## config.mk

```make
export PLATFORM = sky130hd
export DESIGN_NAME = lc3b_bus_arbiter
export DESIGN_NICKNAME = d
export VERILOG_FILES = /design/src/rtl/lc3b_bus_arbiter.sv
export SDC_FILE = /design/constraint.sdc
export NUM_CORES = 1
export LEC_CHECK = 0
export ABC_AREA = 1
export BUFFER_PORTS_ARGS = -buffer_cell sky130_fd_sc_hd__buf_2
export CORE_MARGIN = 8
export CORE_UTILIZATION = 65
export DETAILED_ROUTE_END_ITERATION = 12
export GPL_TIMING_DRIVEN = 0
export PLACE_DENSITY = 0.84
export RECOVER_POWER = 25
export SLEW_MARGIN = 40
export SYNTH_ARGS = -nofsm -noshare
export SYNTH_HDL_FRONTEND = slang
export SYNTH_SLANG_ARGS = --single-unit
```

## constraint.sdc

```tcl
create_clock -name clock -period 7.85 [get_ports clock]
set_input_delay 0.3925 -clock clock [delete_from_list [all_inputs] [get_ports clock]]
set_output_delay 0.3925 -clock clock [all_outputs]
set_load 0.1 [all_outputs]
```

## src/rtl/lc3b_bus_arbiter.sv

```systemverilog
// Round-robin arbiter for the LC-3b shared bus gates, with bounded tenure and
// break-before-make turnaround cycles between owners.
module lc3b_bus_arbiter #(
  parameter int unsigned N_REQ       = 5,
  parameter int unsigned OWNER_W     = 3,
  parameter int unsigned MAX_TENURE  = 8,
  parameter int unsigned TURN_CYCLES = 1
) (
  input  logic               clock,
  input  logic               reset_n,
  input  logic [N_REQ-1:0]   req,
  output logic [N_REQ-1:0]   gate_en,
  output logic [OWNER_W-1:0] owner,
  output logic               bus_busy,
  output logic               tenure_expired
);

  localparam int unsigned TEN_W = $clog2(MAX_TENURE + 1);
  localparam int unsigned TRN_W = $clog2(TURN_CYCLES + 1);

  typedef enum logic [1:0] {
    S_IDLE  = 2'd0,
    S_GRANT = 2'd1,
    S_TURN  = 2'd2
  } state_t;

  state_t             state_q, state_d;
  logic [OWNER_W-1:0] last_owner_q, last_owner_d;
  logic [TEN_W-1:0]   ten_q, ten_d;
  logic [TRN_W-1:0]   turn_q, turn_d;
  logic [N_REQ-1:0]   gate_d;
  logic [OWNER_W-1:0] owner_d;
  logic               expired_d;

  logic [2*N_REQ-1:0] req_dbl;
  logic [N_REQ-1:0]   req_rot;
  logic               win_valid;
  logic [OWNER_W-1:0] win_idx;

  // Rotate requests so bit 0 is the driver right after the last owner.
  assign req_dbl = {req, req};
  assign req_rot = N_REQ'(req_dbl >> (int'(last_owner_q) + 1));

  always_comb begin
    win_valid = 1'b0;
    win_idx   = '0;
    for (int i = 0; i < int'(N_REQ); i++) begin
      if (!win_valid && req_rot[i]) begin
        win_valid = 1'b1;
        win_idx   = OWNER_W'((int'(last_owner_q) + 1 + i) % int'(N_REQ));
      end
    end
  end

  // Next-state and next-output logic.
  always_comb begin
    state_d      = state_q;
    last_owner_d = last_owner_q;
    ten_d        = ten_q;
    turn_d       = turn_q;
    gate_d       = gate_en;
    owner_d      = owner;
    expired_d    = 1'b0;

    unique case (state_q)
      S_IDLE: begin
        gate_d = '0;
        if (win_valid) begin
          state_d      = S_GRANT;
          gate_d       = N_REQ'(1) << win_idx;
          owner_d      = win_idx;
          last_owner_d = win_idx;
          ten_d        = TEN_W'(1);
        end
      end
      S_GRANT: begin
        if (!req[owner]) begin
          state_d = S_TURN;
          gate_d  = '0;
          ten_d   = '0;
          turn_d  = TRN_W'(1);
        end else if (ten_q == TEN_W'(MAX_TENURE)) begin
          state_d   = S_TURN;
          gate_d    = '0;
          ten_d     = '0;
          turn_d    = TRN_W'(1);
          expired_d = 1'b1;
        end else begin
          ten_d = ten_q + TEN_W'(1);
        end
      end
      S_TURN: begin
        gate_d = '0;
        if (turn_q == TRN_W'(TURN_CYCLES)) begin
          if (win_valid) begin
            state_d      = S_GRANT;
            gate_d       = N_REQ'(1) << win_idx;
            owner_d      = win_idx;
            last_owner_d = win_idx;
            ten_d        = TEN_W'(1);
          end else begin
            state_d = S_IDLE;
          end
        end else begin
          turn_d = turn_q + TRN_W'(1);
        end
      end
      default: begin
        state_d = S_IDLE;
        gate_d  = '0;
      end
    endcase
  end

  // State and registered outputs, synchronous active-low reset.
  always_ff @(posedge clock) begin
    if (!reset_n) begin
      state_q        <= S_IDLE;
      last_owner_q   <= OWNER_W'(N_REQ - 1);
      ten_q          <= '0;
      turn_q         <= '0;
      gate_en        <= '0;
      owner          <= '0;
      bus_busy       <= 1'b0;
      tenure_expired <= 1'b0;
    end else begin
      state_q        <= state_d;
      last_owner_q   <= last_owner_d;
      ten_q          <= ten_d;
      turn_q         <= turn_d;
      gate_en        <= gate_d;
      owner          <= owner_d;
      bus_busy       <= |gate_d;
      tenure_expired <= expired_d;
    end
  end

endmodule

```

==> results.txt, run 1 <==
The run finished with clean final reports. The worst hold path belongs to the class in2reg. Maximum frequency from static timing analysis: 0.171 GHz. In this run, post-CTS hold repair placed 0 buffers. In the routed layout, each cell is associated on average with a via count of 5.35. The synthesized-area fraction occupied by adder cells is 16.6%. Summed over all nets, the half-perimeter wirelength after detailed placement is 5930 um. From left edge to right edge, the die measures 87.4 um. Buffers inserted during clock tree synthesis total 3. Counting every instance in the synthesized netlist gives 539. The core area was 0.00501 mm2. For this run, the slowest stage of the critical path takes 0.62 ns. The logs give 6.01 ns for the endpoint arrival time on the critical path and 0.406 ns for the worst-case hold slack. At the pin with the least slew margin, the transition time is 1.18 ns. The post-route clock period utilization was 74.5%; the fraction of registers with async set or reset after synthesis was 0%. The run gives 66.1% as the starting density of the core. The Yosys step of the flow raised 0 warnings.

In the final layout, the share of cells above drive strength 1 is 15.0%. Global routing used 20.0% of the available tracks across all layers. After Yosys synthesis, and, or, nand and nor cells account for 44.7% of the synthesized area. The tools report the via count as 3365.

Signed area change from the synthesized netlist to the final layout: 6.47%. The final worst clock skew was 0.00951 ns; the number of nets in the layout was 611. Input and output buffers added on the ports amount to 16. The initialized floorplan defines 26 standard-cell rows. Count of different cell masters after synthesis: 46. On the critical path, the stage with the largest delay is an instance of sky130_fd_sc_hd__dfxtp_1.

For the final count of hold timing violations, the log shows 0. The logs give 0 for the number of pins with negative max-slew slack in the final report and 0 for the buffer count from post-CTS setup fixing. The number of enable-type register cells in the synthesized netlist works out to 0. For this run, the leading register cell type out of synthesis is sky130_fd_sc_hd__dfxtp_1. The run gives 10.9% as the share of synthesized area occupied by flip-flops and latches. Once detail routing completed, the nets flagged for antenna violations numbered 0. The clock net in this run drives a total of 18 sinks. The die height is 87.4 um. The final estimated routing congestion in global placement was 0.859.

The run gives 3068 as the number of global-route vias before repair. The register clock-pin slew on the reported worst setup and hold paths is 0.07 ns, and the area share of xor/xnor cells in the synthesized design is 2.65%. The floorplan step defined a die boundary enclosing 0.00763 mm2. Counting along the longest clock path gives a buffer depth of 2.

The number of instances resized during post-cts repair was 0. Summed over all layers, the global routing overflow is 0. The average cell area after synthesis is 6.14 um2. Post-synthesis sequential element count: 18. Measured against its own limit, the worst slew margin works out to 22.0%.

The worst setup path is captured at a flop. Number of max-capacitance violations reported: 0. The peak fanout along the critical path is 14. The final layout contains routed wiring with a total length of 7370 um. The iteration count of the initial detailed-routing pass is 4. For the worst setup path, the data required time is 8.01 ns.

Summing the areas of all compound-gate instances in the mapped netlist gives 12.2% of the synthesized area. The tree is rooted in a sky130_fd_sc_hd__clkbuf_8. Final period demand of the worst path: 5.85 ns. For this block, the initial DRC count from the detailed router was 180.

The netlist area before placement was 0.00331 mm2. The sum of negative setup slack came out at 0 ns. TritonCTS built the clock tree. The final setup violation count is 0, and the number of remaining DRC errors is 0.

The post-placement worst setup slack was 2.08 ns. The H-tree depth was 1; the antenna diode instance count was 0. 17 I/O pins were placed. The number of antenna violations at the first check in global routing is 0.

Setup repair after global routing left no endpoint under its margin. Fill cells in the final layout number 463. The first global-routing pass estimated 12900 um of wire. The number of nets handed over by synthesis was 590.

For the post-route worst setup slack, the log shows 2.00 ns. The worst setup path is launched from a flop. The run gives 15 as the pin count of the biggest net entering global routing.

Most frequent cell on the critical path: sky130_fd_sc_hd__nand2_1. The tools report the clock latency of the later-clocked register in the worst-skew pair as 0.26 ns. The average detailed-routed wire length per instance was 11.7 um; the share of synthesized area spent on multiplexers was 0.302%. The kind of critical path was reg2reg.

The main combinational cell family by area after synthesis is simple AND/OR/NAND/NOR gates.
==> per-stage QoR <==
step                      utilization, %  std cells  cell area (um2)
after CTS                           70.5        629             3530
after detailed placement            69.4        625             3480
after global placement              69.4        625             3480
after global routing                70.3        629             3520
final                               70.3        629             3520
after floorplan                        -        539             3310
==> worst max-delay path: cells and delay by family (launching register included) <==
| family | cells | cell delay [ns] |
|---|---|---|
| simple gates | 22 | 2.41 |
| flops | 1 | 0.62 |
| buf+inv | 8 | 1.09 |
| fa+ha+maj | 5 | 1.37 |
| xor+xnor | 1 | 0.27 |
==> path summary, 6_finish.rpt <==
| path | start | to | slack [ns] | depth (start not counted) |
|---|---|---|---|---|
| worst max-delay path | last_owner_q[0] | bus_busy | 2.00 | 36 |
| worst min-delay path | reset_n | bus_busy | 0.41 | 3 |
| worst max register to register | last_owner_q[0] | bus_busy | 2.00 | 36 |
| worst min register to register | gate_en[2] | gate_en[2] | 0.50 | 2 |
==> cell families after synthesis <==
family,count (synthesis)
buf+inv,103
flops,18
xor+xnor,10
mux,1
fa+ha+maj,44
compound gates,66
simple gates,297
==> flip-flops by register name (all words and copies together) (netlist names) <==
register and count:
state_q 2, gate_en 5, owner 1, last_owner_q 3
ten_q 4, tenure_expired 1, bus_busy 1, turn_q 1
==> per-layer routing <==
metal	GRT usage, %	routed length [um]
met2	37.0	3680
met3	1.98	281
met1	24.3	3420
met5	0	0
met4	3.28	0
==> cell usage after synthesis (3+ instances only) <==
master | number | area, um2
sky130_fd_sc_hd__nand2_2 | 13 | 81.3
sky130_fd_sc_hd__buf_4 | 3 | 22.5
sky130_fd_sc_hd__a21oi_1 | 21 | 105
sky130_fd_sc_hd__nand3b_1 | 5 | 37.5
sky130_fd_sc_hd__inv_2 | 11 | 41.3
sky130_fd_sc_hd__nor3_1 | 7 | 35.0
sky130_fd_sc_hd__clkbuf_1 | 5 | 18.8
sky130_fd_sc_hd__nand3_2 | 13 | 130
sky130_fd_sc_hd__o21ai_0 | 25 | 125
sky130_fd_sc_hd__nand2_1 | 137 | 514
sky130_fd_sc_hd__nor2_1 | 40 | 150
sky130_fd_sc_hd__dfxtp_1 | 18 | 360
sky130_fd_sc_hd__xor2_1 | 9 | 78.8
sky130_fd_sc_hd__inv_1 | 79 | 297
sky130_fd_sc_hd__ha_1 | 44 | 551
sky130_fd_sc_hd__o21ai_1 | 6 | 30.0
sky130_fd_sc_hd__nand3_4 | 3 | 52.6
sky130_fd_sc_hd__nand3_1 | 46 | 230
sky130_fd_sc_hd__nor2_4 | 4 | 45.0
sky130_fd_sc_hd__nand4_1 | 11 | 68.8
sky130_fd_sc_hd__a21oi_4 | 3 | 48.8
sky130_fd_sc_hd__nand2_4 | 3 | 33.8
sky130_fd_sc_hd__nor2_2 | 6 | 37.5
==> cell type report <==
cell class | count | area (um2) | share of cell area, %
buffer | 12 | 73.8 | 2.10
tap | 70 | 87.6 | 2.49
timing repair buffer | 16 | 71.3 | 2.02
multi-input combinational | 418 | 2530 | 71.9
clock buffer | 4 | 55.1 | 1.56
inverter | 91 | 342 | 9.69
sequential | 18 | 360 | 10.2
==> cells in the final DEF, fill, tap and decap left out, drive strengths merged <==
| cell type | count |
|---|---|
| a31oi | 2 |
| xnor2 | 1 |
| nand3 | 62 |
| nand3b | 5 |
| or2 | 3 |
| o21ai | 32 |
| buf | 16 |
| nand2 | 153 |
| nand4 | 11 |
| inv | 90 |
| mux2i | 1 |
| and2 | 2 |
| clkbuf | 16 |
| a21oi | 25 |
| o2111ai | 1 |
| a211o | 2 |
| o31ai | 1 |
| nor2 | 50 |
| a21boi | 2 |
| xor2 | 9 |
| and3 | 1 |
| nor4 | 1 |
| nor3b | 1 |
| ha | 44 |
| a211oi | 1 |
| dfxtp | 18 |
| nor3 | 8 |
| clkinv | 1 |
Power of run 1 is not shown: default switching activity piles up to over one toggle a cycle in this logic, so the estimate is an artifact.
==> inputs of run 2 (changes only) <==
ABC_AREA = 0   (was 1)
CORE_UTILIZATION = 64   (was 65)
PLACE_DENSITY = 0.83   (was 0.84)
clock period = 6.11 ns   (was 7.85 ns; I/O delays follow)
==> results.txt, run 2 <==
The worst hold path belongs to the class in2reg. The largest registers in the layout are gate_en x5, ten_q x4, last_owner_q x3. The buffer levels on the longest clock path is 2. The path with the worst hold slack has its endpoint at gate_en[4].

The final count of hold timing violations is 0. The tools report the met2 usage in global routing as 43.9%. The run finished with clean final reports. The number of remaining DRC errors is 0, and the endpoint required time on the critical path is 6.27 ns.

The logs give 0.00511 mm2 for the core area and 545 for the number of nets in the layout. Synthesis handed over a netlist of 445 instances. On the critical path, the stage with the largest delay is an instance of sky130_fd_sc_hd__or4_1. Entering global routing, the biggest net connects 15 pins. The worst register-to-register path ends at gate_en[4]. Measured on the finished design, the core utilization comes to 78.4%. For met3 alone, demand over resource in global routing was 2.41%. The run gives 0 as the hold-fix buffer count after cts. The kind of critical path is reg2reg.

The global-route wire length before repair was 15900 um; the fraction of post-synthesis cell area in the top cell type by area was 16.3%. The clock latency of the later-clocked register in the worst-skew pair is 0.24 ns. The tools report the HPWL reported at the end of detailed placement as 6710 um.

The register with the most flip-flops in the layout has 5 of them. TritonCTS built the clock tree. The tools report the type of origin of the critical path as a flop. Across the run, the number of max-cap violations was 0. The DRC violation total after the first TritonRoute iteration is 283, and the peak fanout along the critical path is 14. The run gives 3473 as the number of global-route vias before repair.

The number of routed nets with antenna violations was 0. The number of antenna diodes in the final layout is 0. Derived from the worst setup path, the maximum achievable clock frequency is 0.165 GHz. The row count was 26.

After synthesis, the cell types taking the most area are sky130_fd_sc_hd__ha_1, sky130_fd_sc_hd__dfxtp_1, sky130_fd_sc_hd__nand2_1. The buffer type at the clock tree root was sky130_fd_sc_hd__clkbuf_8. The library cells used most frequently in the layout, excluding fill and tap cells, are sky130_fd_sc_hd__nand2_1, sky130_fd_sc_hd__ha_1, sky130_fd_sc_hd__buf_4, sky130_fd_sc_hd__inv_1, sky130_fd_sc_hd__nor2_1.

Summed over all failing endpoints, the final setup total negative slack is 0 ns. The run gives 6.21 ns as the endpoint arrival time on the critical path. Overall global routing resource usage: 24.4%. For the number of pins with negative max-slew slack in the final report, the log shows 0.

The die is 88.7 um wide. Routability-driven placement finished with a final weighted congestion of 0.904. For the number of fill cells in the layout, the log shows 348.

The busiest layer in global routing was met2. The fraction of registers with async set or reset after synthesis works out to 0%. Each instance of the synthesized netlist takes up on average 7.60 um2.

The starting density of the core is 66.2%. The worst register-to-register path has a setup slack of 0.07 ns. The register clock-pin slew on the reported worst setup and hold paths is 0.06 ns, and the global routing usage on met1 is 28.8%. The via count is 3708, and the die outline area is 0.00787 mm2.

The post-synthesis sequential element count came out at 18. The first detailed-routing pass took 5 iterations. In the final layout, the share of cells above drive strength 1 is 21.7%. Summed over all layers, the routed wires come to 9960 um. TritonCTS created 3 clock buffers. For this run, the number of Yosys warnings is 0. The synthesized design contains 0 enable-type register cells.

The tools report the count of different cell masters after synthesis as 78. Counting I/O delays and the setup requirement, the final critical path takes 6.04 ns. The tree built by TritonCTS fans out to 18 sinks. The kind of end point of the critical path was a flop. Number of port buffers: 16.

Hold-critical path depth: 3. On the worst path, the slowest cell contributes a delay of 0.50 ns. The final worst clock skew is 0.000962 ns. The synthesized net count is 496. Dividing the detail-routed wire length by the instance count gives 17.7 um. The number of cells on the worst reg-to-reg path is 28.

The post-route clock period utilization came out at 98.9%. Among all flip-flop cells after synthesis, the most frequent one is sky130_fd_sc_hd__dfxtp_1. By count the netlist is led by sky130_fd_sc_hd__ha_1, sky130_fd_sc_hd__nand2_1, sky130_fd_sc_hd__inv_1, sky130_fd_sc_hd__nor2_1, sky130_fd_sc_hd__a21oi_1.

The count of pins on the block boundary came out at 17. Using the TritonRoute via totals, the vias-per-cell ratio works out to 6.60. The startpoint identified for the worst hold timing path is reset_n.

The logs give 0.00338 mm2 for the netlist area before placement and 1 for the H-tree depth. The total overflow left after global routing is 0. sky130_fd_sc_hd__ha_1 takes more of the synthesized area than any other cell. For the number of antenna violations at the first check in global routing, the log shows 0.

Setup repair after global routing could not meet its margin everywhere. The register bank with the most flops was gate_en. Actual transition at the worst max-transition pin: 1.17 ns.

The worst reg2reg path startpoint was last_owner_q[0]. The most common cell after layout, fill and taps aside is sky130_fd_sc_hd__nand2_1. The area growth from synthesis to layout is 18.3%. Setup violations remaining at the end of the flow were counted as 0. Of the synthesized area, sequential elements account for 10.7%. The die height is 88.7 um, and the relative max-transition margin is 22.0%.
[run 2: final cells by class]
type / count / area (um2) / share of cell area (%)
multi-input combinational: 368 / 2910 / 72.7
buffer: 23 / 163 / 4.06
timing repair buffer: 44 / 283 / 7.06
clock buffer: 3 / 41.3 / 1.03
inverter: 36 / 151 / 3.78
sequential: 18 / 368 / 9.19
tap: 70 / 87.6 / 2.19
[run 2: cells by family after synthesis]
group | share of synthesized area [%]
xor+xnor | 5.21
compound gates | 27.8
flops | 10.7
mux | 7.91
buf+inv | 7.58
simple gates | 24.3
fa+ha+maj | 16.6
[run 2: timing repair]
| action | in CTS | in global routing |
|---|---|---|
| endpoints found under the setup margin | 10 | 10 |
| gates cloned | 0 | 0 |
| buffers inserted | 19 | 9 |
| pin swaps | 5 | 6 |
| gates resized for setup | 26 | 19 |
[run 2: through the flow]
stage	hold slack (ns)	area (um2)	cells	setup WS [ns]
global placement	0.454	3560	531	-1.21
global route	0.460	4000	562	-0.104
detailed placement	0.467	3560	531	-1.30
CTS	0.431	3840	553	0.00504
finish	0.428	4000	562	0.0660
floorplan	0.479	3390	445	0.0156
[run 2: critical path: cells and delay by family, from the launching register on]
family	cells	cell delay, ns
and+or+nand+nor	8	1.81
AOI/OAI and AO/OA	9	1.63
buffers and inverters	5	0.77
DFF	1	0.38
xor gates and xnor gates	1	0.21
adders and majority gates	5	1.13
[run 2: how the worst max path moves through the flow]
| stage | endpoint | start | slack [ns] | depth (start not counted) |
|---|---|---|---|---|
| global placement | gate_en[4] | last_owner_q[1] | -1.21 | 29 |
| CTS | gate_en[4] | last_owner_q[1] | 0.005 | 28 |
| detailed placement | gate_en[4] | last_owner_q[1] | -1.30 | 29 |
| floorplan | gate_en[4] | last_owner_q[0] | 0.02 | 29 |
| finish | gate_en[4] | last_owner_q[0] | 0.07 | 28 |
| global route | gate_en[4] | last_owner_q[0] | -0.10 | 28 |
[run 2: per-layer routing]
metal	part of all wire (%)	vias to the layer above
li1	-	1739
met3	6.8	43
met2	50	190
met1	41	1736
met4	2.7	0
met5	0	-
Power of run 2 is left out for the same reason.
